[src/rtl/char_segment.sv]
// Character segmentation: builds a per-column white-pixel occupancy map inside the
// plate box over one frame, then scans it for column runs and publishes char slots.
module char_segment #(
  parameter int IMG_WIDTH_LINE = 1024,
  parameter int IMG_WIDTH_DATA = 24,
  parameter int MAX_CHARS      = 8,
  parameter int MIN_CHAR_W     = 4
) (
  input  logic                      pixelclk,
  input  logic                      reset,
  input  logic [IMG_WIDTH_DATA-1:0] i_binary,
  input  logic                      i_hs,
  input  logic                      i_vs,
  input  logic                      i_de,
  input  logic [11:0]               i_hcount,
  input  logic [11:0]               i_vcount,
  input  logic [11:0]               hcount_l,
  input  logic [11:0]               hcount_r,
  input  logic [11:0]               vcount_l,
  input  logic [11:0]               vcount_r,
  output logic                      o_char_valid,
  output logic [3:0]                o_char_num,
  output logic [MAX_CHARS*12-1:0]   o_char_left,
  output logic [MAX_CHARS*12-1:0]   o_char_right,
  output logic                      o_overflow
);

  localparam int              AW       = (IMG_WIDTH_LINE > 1) ? $clog2(IMG_WIDTH_LINE) : 1;
  localparam logic [AW-1:0]   CLR_LAST = AW'(IMG_WIDTH_LINE - 1);
  localparam logic [12:0]     LINE_LIM = 13'(IMG_WIDTH_LINE);
  localparam logic [11:0]     MIN_W    = 12'(MIN_CHAR_W);
  localparam logic [3:0]      SLOTS    = 4'(MAX_CHARS);

  typedef enum logic [2:0] {
    ST_CLEAR   = 3'd0,
    ST_WAIT_VS = 3'd1,
    ST_ACCUM   = 3'd2,
    ST_SCAN    = 3'd3,
    ST_PUBLISH = 3'd4
  } state_t;

  state_t                   state_q, state_d;
  logic                     vs_q;
  logic [AW-1:0]            clr_cnt_q, clr_cnt_d;
  logic [11:0]              box_hl_q, box_hl_d, box_hr_q, box_hr_d;
  logic [11:0]              box_vl_q, box_vl_d, box_vr_q, box_vr_d;
  logic                     wr_en_q, wr_en_d;
  logic [AW-1:0]            wr_addr_q, wr_addr_d;
  logic                     wr_data_q, wr_data_d;
  logic                     rd_data_q;
  logic [12:0]              scan_cnt_q, scan_cnt_d;
  logic                     prev_q, prev_d;
  logic [11:0]              run_left_q, run_left_d;
  logic [3:0]               num_q, num_d;
  logic                     ovf_q, ovf_d;
  logic [MAX_CHARS*12-1:0]  slot_l_q, slot_l_d, slot_r_q, slot_r_d;
  logic                     valid_q, valid_d;
  logic [3:0]               num_out_q, num_out_d;
  logic                     ovf_out_q, ovf_out_d;
  logic [MAX_CHARS*12-1:0]  left_out_q, left_out_d, right_out_q, right_out_d;

  logic                     vs_fall_s;
  logic                     box_ok_s;
  logic                     pix_hit_s;
  logic [12:0]              span_s;
  logic [12:0]              scan_last_s;
  logic [12:0]              rd_col_s;
  logic [12:0]              cur_col_s;
  logic [AW-1:0]            rd_addr_s;
  logic                     scan_bit_s;
  logic [11:0]              run_right_s;
  logic [11:0]              run_w_s;
  logic                     unused_s;

  logic col_mem [IMG_WIDTH_LINE];

  assign unused_s  = i_hs;
  assign vs_fall_s = vs_q & ~i_vs;
  assign box_ok_s  = (box_hl_q <= box_hr_q) && (box_vl_q <= box_vr_q);
  assign pix_hit_s = i_de && (i_binary != '0)
                     && (i_hcount >= box_hl_q) && (i_hcount <= box_hr_q)
                     && (i_vcount >= box_vl_q) && (i_vcount <= box_vr_q)
                     && ({1'b0, i_hcount} < LINE_LIM);

  // Scan cycle k issues column hl+k and consumes the data of column hl+k-1;
  // the cycle at scan_last is the forced-0 close-out.
  assign span_s      = {1'b0, box_hr_q} - {1'b0, box_hl_q} + 13'd1;
  assign scan_last_s = box_ok_s ? (span_s + 13'd1) : 13'd0;
  assign rd_col_s    = {1'b0, box_hl_q} + scan_cnt_q;
  assign cur_col_s   = rd_col_s - 13'd1;
  assign rd_addr_s   = AW'(rd_col_s);
  assign scan_bit_s  = (scan_cnt_q != 13'd0) && (scan_cnt_q != scan_last_s)
                       && (cur_col_s < LINE_LIM) && rd_data_q;

  // Column map: registered write port, 1-cycle registered read port.
  always_ff @(posedge pixelclk) begin
    if (wr_en_q) begin
      col_mem[wr_addr_q] <= wr_data_q;
    end
    rd_data_q <= col_mem[rd_addr_s];
  end

  // Next-state, map writes, run detection and publish.
  always_comb begin
    state_d     = state_q;
    clr_cnt_d   = clr_cnt_q;
    box_hl_d    = box_hl_q;
    box_hr_d    = box_hr_q;
    box_vl_d    = box_vl_q;
    box_vr_d    = box_vr_q;
    wr_en_d     = 1'b0;
    wr_addr_d   = wr_addr_q;
    wr_data_d   = 1'b0;
    scan_cnt_d  = scan_cnt_q;
    prev_d      = prev_q;
    run_left_d  = run_left_q;
    num_d       = num_q;
    ovf_d       = ovf_q;
    slot_l_d    = slot_l_q;
    slot_r_d    = slot_r_q;
    valid_d     = 1'b0;
    num_out_d   = num_out_q;
    ovf_out_d   = ovf_out_q;
    left_out_d  = left_out_q;
    right_out_d = right_out_q;
    run_right_s = 12'd0;
    run_w_s     = 12'd0;

    case (state_q)
      ST_CLEAR: begin
        wr_en_d   = 1'b1;
        wr_addr_d = clr_cnt_q;
        wr_data_d = 1'b0;
        if (clr_cnt_q == CLR_LAST) begin
          clr_cnt_d = '0;
          state_d   = ST_WAIT_VS;
        end else begin
          clr_cnt_d = clr_cnt_q + AW'(1);
        end
      end

      ST_WAIT_VS: begin
        if (vs_fall_s) begin
          box_hl_d = hcount_l;
          box_hr_d = hcount_r;
          box_vl_d = vcount_l;
          box_vr_d = vcount_r;
          state_d  = ST_ACCUM;
        end else begin
          state_d  = ST_WAIT_VS;
        end
      end

      ST_ACCUM: begin
        if (pix_hit_s) begin
          wr_en_d   = 1'b1;
          wr_addr_d = AW'(i_hcount);
          wr_data_d = 1'b1;
        end else begin
          wr_en_d   = 1'b0;
        end
        if (vs_fall_s) begin
          scan_cnt_d = 13'd0;
          prev_d     = 1'b0;
          run_left_d = 12'd0;
          num_d      = 4'd0;
          ovf_d      = 1'b0;
          slot_l_d   = '0;
          slot_r_d   = '0;
          state_d    = ST_SCAN;
        end else begin
          state_d    = ST_ACCUM;
        end
      end

      ST_SCAN: begin
        prev_d = scan_bit_s;
        if (!prev_q && scan_bit_s) begin
          run_left_d = cur_col_s[11:0];
        end else begin
          run_left_d = run_left_q;
        end
        if (prev_q && !scan_bit_s) begin
          run_right_s = 12'(cur_col_s - 13'd1);
          run_w_s     = run_right_s - run_left_q + 12'd1;
          if (run_w_s >= MIN_W) begin
            if (num_q < SLOTS) begin
              for (int k = 0; k < MAX_CHARS; k++) begin
                if (num_q == 4'(k)) begin
                  slot_l_d[k*12 +: 12] = run_left_q;
                  slot_r_d[k*12 +: 12] = run_right_s;
                end else begin
                  slot_l_d[k*12 +: 12] = slot_l_q[k*12 +: 12];
                  slot_r_d[k*12 +: 12] = slot_r_q[k*12 +: 12];
                end
              end
              num_d = num_q + 4'd1;
            end else begin
              ovf_d = 1'b1;
            end
          end else begin
            num_d = num_q;
          end
        end else begin
          num_d = num_q;
        end
        // Outputs load on the edge entering PUBLISH so valid and data align.
        if (scan_cnt_q == scan_last_s) begin
          valid_d     = 1'b1;
          num_out_d   = num_d;
          ovf_out_d   = ovf_d;
          left_out_d  = slot_l_d;
          right_out_d = slot_r_d;
          state_d     = ST_PUBLISH;
        end else begin
          scan_cnt_d  = scan_cnt_q + 13'd1;
        end
      end

      ST_PUBLISH: begin
        clr_cnt_d = '0;
        state_d   = ST_CLEAR;
      end

      default: begin
        clr_cnt_d = '0;
        state_d   = ST_CLEAR;
      end
    endcase
  end

  // State, datapath and output registers with synchronous reset.
  always_ff @(posedge pixelclk) begin
    if (reset) begin
      state_q     <= ST_CLEAR;
      vs_q        <= 1'b0;
      clr_cnt_q   <= '0;
      box_hl_q    <= 12'd0;
      box_hr_q    <= 12'd0;
      box_vl_q    <= 12'd0;
      box_vr_q    <= 12'd0;
      wr_en_q     <= 1'b0;
      wr_addr_q   <= '0;
      wr_data_q   <= 1'b0;
      scan_cnt_q  <= 13'd0;
      prev_q      <= 1'b0;
      run_left_q  <= 12'd0;
      num_q       <= 4'd0;
      ovf_q       <= 1'b0;
      slot_l_q    <= '0;
      slot_r_q    <= '0;
      valid_q     <= 1'b0;
      num_out_q   <= 4'd0;
      ovf_out_q   <= 1'b0;
      left_out_q  <= '0;
      right_out_q <= '0;
    end else begin
      state_q     <= state_d;
      vs_q        <= i_vs;
      clr_cnt_q   <= clr_cnt_d;
      box_hl_q    <= box_hl_d;
      box_hr_q    <= box_hr_d;
      box_vl_q    <= box_vl_d;
      box_vr_q    <= box_vr_d;
      wr_en_q     <= wr_en_d;
      wr_addr_q   <= wr_addr_d;
      wr_data_q   <= wr_data_d;
      scan_cnt_q  <= scan_cnt_d;
      prev_q      <= prev_d;
      run_left_q  <= run_left_d;
      num_q       <= num_d;
      ovf_q       <= ovf_d;
      slot_l_q    <= slot_l_d;
      slot_r_q    <= slot_r_d;
      valid_q     <= valid_d;
      num_out_q   <= num_out_d;
      ovf_out_q   <= ovf_out_d;
      left_out_q  <= left_out_d;
      right_out_q <= right_out_d;
    end
  end

  assign o_char_valid = valid_q;
  assign o_char_num   = num_out_q;
  assign o_overflow   = ovf_out_q;
  assign o_char_left  = left_out_q;
  assign o_char_right = right_out_q;

endmodule
[config.mk]
export PLATFORM = sky130hd
export DESIGN_NAME = char_segment
export DESIGN_NICKNAME = d
export VERILOG_FILES = /design/src/rtl/char_segment.sv
export SDC_FILE = /design/constraint.sdc
export NUM_CORES = 2
export LEC_CHECK = 0
export ABC_AREA = 0
export CAP_MARGIN = 20
export CORE_MARGIN = 2
export CORE_UTILIZATION = 52
export DETAILED_ROUTE_END_ITERATION = 10
export GPL_TIMING_DRIVEN = 0
export PLACE_DENSITY = 0.7
export REMOVE_ABC_BUFFERS = 1
export SLEW_MARGIN = 40
export SYNTH_ARGS = -nofsm -noshare
export SYNTH_HDL_FRONTEND = slang
export SYNTH_SLANG_ARGS = --single-unit
[constraint.sdc]
create_clock -name pixelclk -period 19.65 [get_ports pixelclk]
set_clock_uncertainty 0.15 [all_clocks]
set_input_delay 3.93 -clock pixelclk [delete_from_list [all_inputs] [get_ports pixelclk]]
set_output_delay 3.93 -clock pixelclk [all_outputs]
set_load 0.02 [all_outputs]
Word-level counts from Yosys, hierarchy flattened
Memory sizes are Yosys's and may differ from the RTL's. A register that Yosys moved wholly into a read port is not among the register bits.
Index checks and enable logic that the tools add are counted.
{"block": "word_totals", "register_bits": 495, "mem_bits_ro": 0, "mem_count": 1, "elab_cells": 154, "ramBits": 1024, "out_inout_bits": 198, "latchBits": 0}
{"block": "classes", "n_shift": 0, "reduce_logical": 30, "muxes": 57, "order_cmp": 10, "n_mul": 0, "bitwise_logic": 4, "div": 0, "n_addsub": 11, "eq_ne": 19}
{"name": "col_mem", "words": 1024, "width": 1, "rd": 1, "rd_ports_with_merged_regs": 1, "wr": 1, "line_no": "75", "text": "logic col_mem [IMG_WIDTH_LINE];"}
{"operator": "$mux 96", "n": 7}
{"operator": "$pmux 96 s2", "n": 2}
{"operator": "$mux 12", "n": 18}
{"operator": "$le 12x12->1", "n": 4}
{"operator": "$pmux 10 s2", "n": 2}
{"operator": "$add 13x1->13 const B", "n": 3}
{"operator": "$mux 13", "n": 3}
{"operator": "$pmux 13 s2", "n": 1}
{"operator": "$ge 12x12->1", "n": 2}
{"operator": "$pmux 12 s2", "n": 1}
{"operator": "$reduce_bool 24->1", "n": 1}
{"operator": "$mux 10", "n": 2}
{"operator": "$eq 4x3->1 const B", "n": 4}
{"operator": "$mux 4", "n": 4}
{"operator": "$add 12x13->13", "n": 1}
{"operator": "$eq 13x13->1", "n": 1}
{"operator": "$lt 13x11->1 const B", "n": 1}
{"operator": "$ne 13x13->1", "n": 1}
{"operator": "$reduce_bool 13->1", "n": 1}
{"operator": "$sub 12x12->13", "n": 1}
{"operator": "$sub 13x1->13 const B", "n": 1}
{"operator": "$add 12x1->12 const B", "n": 1}
{"operator": "$ge 12x3->1 const B", "n": 1}
{"operator": "$logic_and 1x1->1", "n": 12}
{"operator": "28 further kinds", "n": 56}

Depth between registers and ports, before layout
{"block": "depth", "ltp_word": 12, "mapped_depth": 31}

Worst setup path before layout
OpenSTA, ideal clock, no wires.
{"block": "synth_timing", "kind": "reg2reg", "startpoint": "reg wr_data_q", "endpoint": "mem col_mem[0], data pin", "arrival_ps": 12732, "path_buffers": 0, "required_ps": 16688, "path_stages_with_launch": 1, "setup_ps": 2812, "setup_slack_ps": 3955, "cell_sequence": "dfxtp_1"}
{"item": "start: declaration", "line_no": "49", "text": "logic wr_data_q, wr_data_d;"}
{"item": "start signal: assignment", "line_no": "267", "text": "wr_data_q <= wr_data_d;"}
{"item": "end: declaration", "line_no": "75"}
Straight into the memory's write port.

Worst setup path after layout
{"block": "layout_timing", "startpoint": "reg box_hl_q[0]", "endpoint": "reg slot_r_q[15]"}
{"block": "layout_via", "elab_chain_cells": 12, "elab_cells_between_ends": 24, "cone_classes": "add/sub: 8; order compare: 3; eq/ne: 1; mux: 6; reduce/logical: 6"}
{"item": "start: declaration", "line_no": "45", "text": "logic [11:0] box_hl_q, box_hl_d, box_hr_q, box_hr_d;"}
{"item": "start signal: assignment", "line_no": "261", "text": "box_hl_q <= box_hl_d;"}
{"item": "branches (longest 10 deep; another with $add 12x13->13)"}
{"item": "$mux 96 (*)", "line_no": "183", "text": "if (prev_q && !scan_bit_s) begin"}
{"item": "$pmux 96 s2 (*)", "line_no": "129", "text": "case (state_q)"}
{"item": "end signal: assignment", "line_no": "274", "text": "slot_r_q <= slot_r_d;"}
{"item": "end: declaration", "line_no": "56", "text": "logic [MAX_CHARS*12-1:0] slot_l_q, slot_l_d, slot_r_q, slot_r_d;"}
Every way passes the cells marked *.
A chain may end at the register's enable or synchronous reset.

==> run_results.csv <==
group,metric,value,unit
place,dpl_worst_slack,11.39,ns
timing,rsz0062_at_grt,"no",
clock_tree,cts_made_buffers,157,
global_routing,grt_pass1_wl,268,mm
global_routing,grt_usage,26.9,%
die,dieHeight,364,µm
critical_path,cp_max_fo,35,
power,cellLeakagePower,0.0224,µW
drt,drtPass1Iterations,5,
drt,drtIter0Drc,4873,
die,die_area,0.132,mm²
synthesis,async_flop_share,0,%
critical_path,rrSetupSlack,11.54,ns
synthesis,seq_area_frac_synth,60.5,%
timing,fmax,123,MHz
clock_tree,ctsHoldBuffers,0,
finish,final_layout_size_suffix_gt1_share,15.6,%
synthesis,synth_area,0.0672,mm²
timing,setup_violations,0,
synthesis,yosysWarningCount,0,
place,place_congestion,0.862,
synthesis,ys_ff_latch,1520,
critical_path,r2r_end,"slot_r_q[15]",
place,place_hpwl,115,mm
drt,post_drt_wl_per_cell,24.3,µm
critical_path,r2r-start,"box_hl_q[0]",
drt,viasPerCell,6.06,
finish,fin_nets,5732,
clock_tree,clock_tree.htree_level_count,4,
timing,hold_ws,0.299,ns
critical_path,cp_num_cells,22,
critical_path,critPathArrivalTime,8.68,ns
global_routing,grt_start_max_net_pins,85,
timing,max_slew.worst_pin.slew,0.908,ns
timing,maxSlewViolCount,0,
critical_path,slowest_delay,0.97,ns
drt,num_vias,44456,
timing,finalWorstSetupSlack,11.54,ns
finish,antennaDiodeCount,0,
power,peakVddDrop,0.0974,mV
critical_path,path_class,"flop to flop",
finish,layout_commonest_cell,"nor2_1",
critical_path,reg2reg_depth,22,
critical_path,critPathSlowestCell,"fa_4",
global_routing,grt_pass1_vias,43665,
synthesis,synthCells,5342,
place,port_buffers,297,
critical_path,worst_setup_path_end_kind,"flop",
min_path,hold_path.class,"flop to flop",
critical_path,endpoint,"slot_r_q[15]",
die,coreArea,0.128,mm²
critical_path,critical-path-top-delay-family,"adder cells",
timing,finalCritPeriodShare,41.3,%
critical_path,required,20.22,ns
clock_tree,clkTransAtPathRegs,0.06,ns
critical_path,startpoint,"box_hl_q[0]",
timing,slew_headroom,39.1,%
finish,areaGrowthSynthToFinish,17.0,%
synthesis,syn_area_per_cell,12.6,µm²
die,row_count,131,
finish,mostFrequentLayoutCells,"nor2_1 (1097), edfxtp_1 (1024), dfxtp_1 (483), mux4_2 (322), nand2_1 (314)",
clock_tree,cts_repair_resize_count,0,
drt,drcViolationCount,0,
clock_tree,clkSinkCount,1520,
place,placed_area,0.0737,mm²
outcome,status,"completed",
critical_path,cp-start-kind,"flop",
die,io_pins,299,
clock_tree,cts_setup_buffers,0,
critical_path,crit_chain,"ha_4, inv_1, fa_4, buf_12, buf_12, ha_1, nand2_1, nor4_1, nand3b_1, xnor2_1, xor2_2, ha_1, ha_1, a21oi_1, o21ai_0, a2111oi_0, nor3_1, nand2b_1, mux2_4, and3_4, o21ai_4, a22o_1",
synthesis,synth_edf_count,1024,
critical_path,cpMostUsedCell,"ha_1",
timing,fin_crit,8.11,ns
power,power_density,80.3,mW/mm²
finish,fin_area,0.0787,mm²
clock_tree,cts_tree,"yes",
die,start_util,52.5,%
run,cap_violations,0,
critical_path,cp_num_buf_inv,3,
clock_tree,insertion_delay,0.79,ns
drt,ant_nets,0,
drt,routed_wl,178,mm
global_routing,antenna_found_initial,1,
synthesis,synthFlopType,"edfxtp_1",
die,fp.dieW,364,µm
timing,finalHoldViolations,0,
global_routing,grt_overflow,0,
clock_tree,clockBufferDepth,3,
clock_tree,root_buffer,"clkbuf_16",
synthesis,synth.distinct_cells,84,
-- power breakdown --
group | internal (µW) | switching (µW)
Clock | 1610 | 1250
Sequential | 3370 | 4.60
Combinational | 35.4 | 48.7
Total | 5010 | 1300
-- tightest hold or removal path, delay by kind of cell (launching register included) --
kind | cells | cell delay [ns]
flip-flops | 1 | 0.32
AND/OR/NAND/NOR | 1 | 0.04
AO/OA/AOI/OAI | 1 | 0.05
-- worst min-delay path by stage --
stage	start	to	cells after the start
2_1_floorplan	box_hr_q[1]	box_hr_q[1]	2
3_3_place_gp	o_char_left[87]	o_char_left[87]	2
3_5_place_dp	o_char_left[86]	o_char_left[86]	2
4_1_cts	slot_r_q[70]	o_char_right[70]	1
5_1_grt	slot_r_q[70]	o_char_right[70]	1
6_report	o_char_left[94]	o_char_left[94]	2
-- final cells by class --
type	count	area, µm²
Sequential cell	1520	40700
Tap cell	1729	2160
Clock inverter	67	543
Inverter	103	389
Timing Repair Buffer	460	5460
Clock buffer	216	4350
Multi-Input combinational cell	3247	25000
Fill cell	9725	49400
-- stage by stage --
step                      power, µW  instances  util, %  TNS (ns)
final                          6320       7342     61.4         0
after global routing           6480       7342     61.4         0
after CTS                      6350       7342     61.4         0
after detailed placement       3530       7059     57.6         0
after global placement         3520       6896     55.0  -6486.46
after floorplan                3470       4870        -         0
-- state kept, by name, summed over array words and instances, names as in the netlist, 12 cells and up --
name and flops:
box_hl_q 12, box_hr_q 12, box_vl_q 12, box_vr_q 12, col_mem 1024, o_char_left 96
o_char_right 96, run_left_q 12, scan_cnt_q 13, slot_l_q 96, slot_r_q 96
-- per-layer routing --
layer | GRT usage, % | wire length (µm)
met1 | 35.7 | 70400
met2 | 45.1 | 87600
met3 | 4.36 | 14700
met4 | 9.41 | 5630
met5 | 0 | 13
-- cells in the mapped netlist (70+ instances only) --
cell / n / area, µm²
o21ai_0: 152 / 761
nor2_1: 1112 / 4170
a21oi_1: 162 / 811
dfxtp_1: 496 / 9930
nand2_1: 349 / 1310
inv_1: 102 / 383
ha_1: 139 / 1740
edfxtp_1: 1024 / 30700
clkbuf_1: 320 / 1200
mux2i_1: 139 / 1390
a22o_1: 178 / 1560
nand3_1: 70 / 350
buf_1: 81 / 304
mux4_2: 322 / 7250
-- cell families after synthesis --
family	count (synthesis)	synth area share, %
and+or+nand+nor	1761	10.9
DFF	1520	60.5
AOI/OAI and AO/OA	806	8.38
buffers and inverters	575	3.57
muxes	465	13.0
adders and majority gates	142	2.68
xor gates and xnor gates	73	1.03
Note: power is estimated with default switching activity, not from simulation.
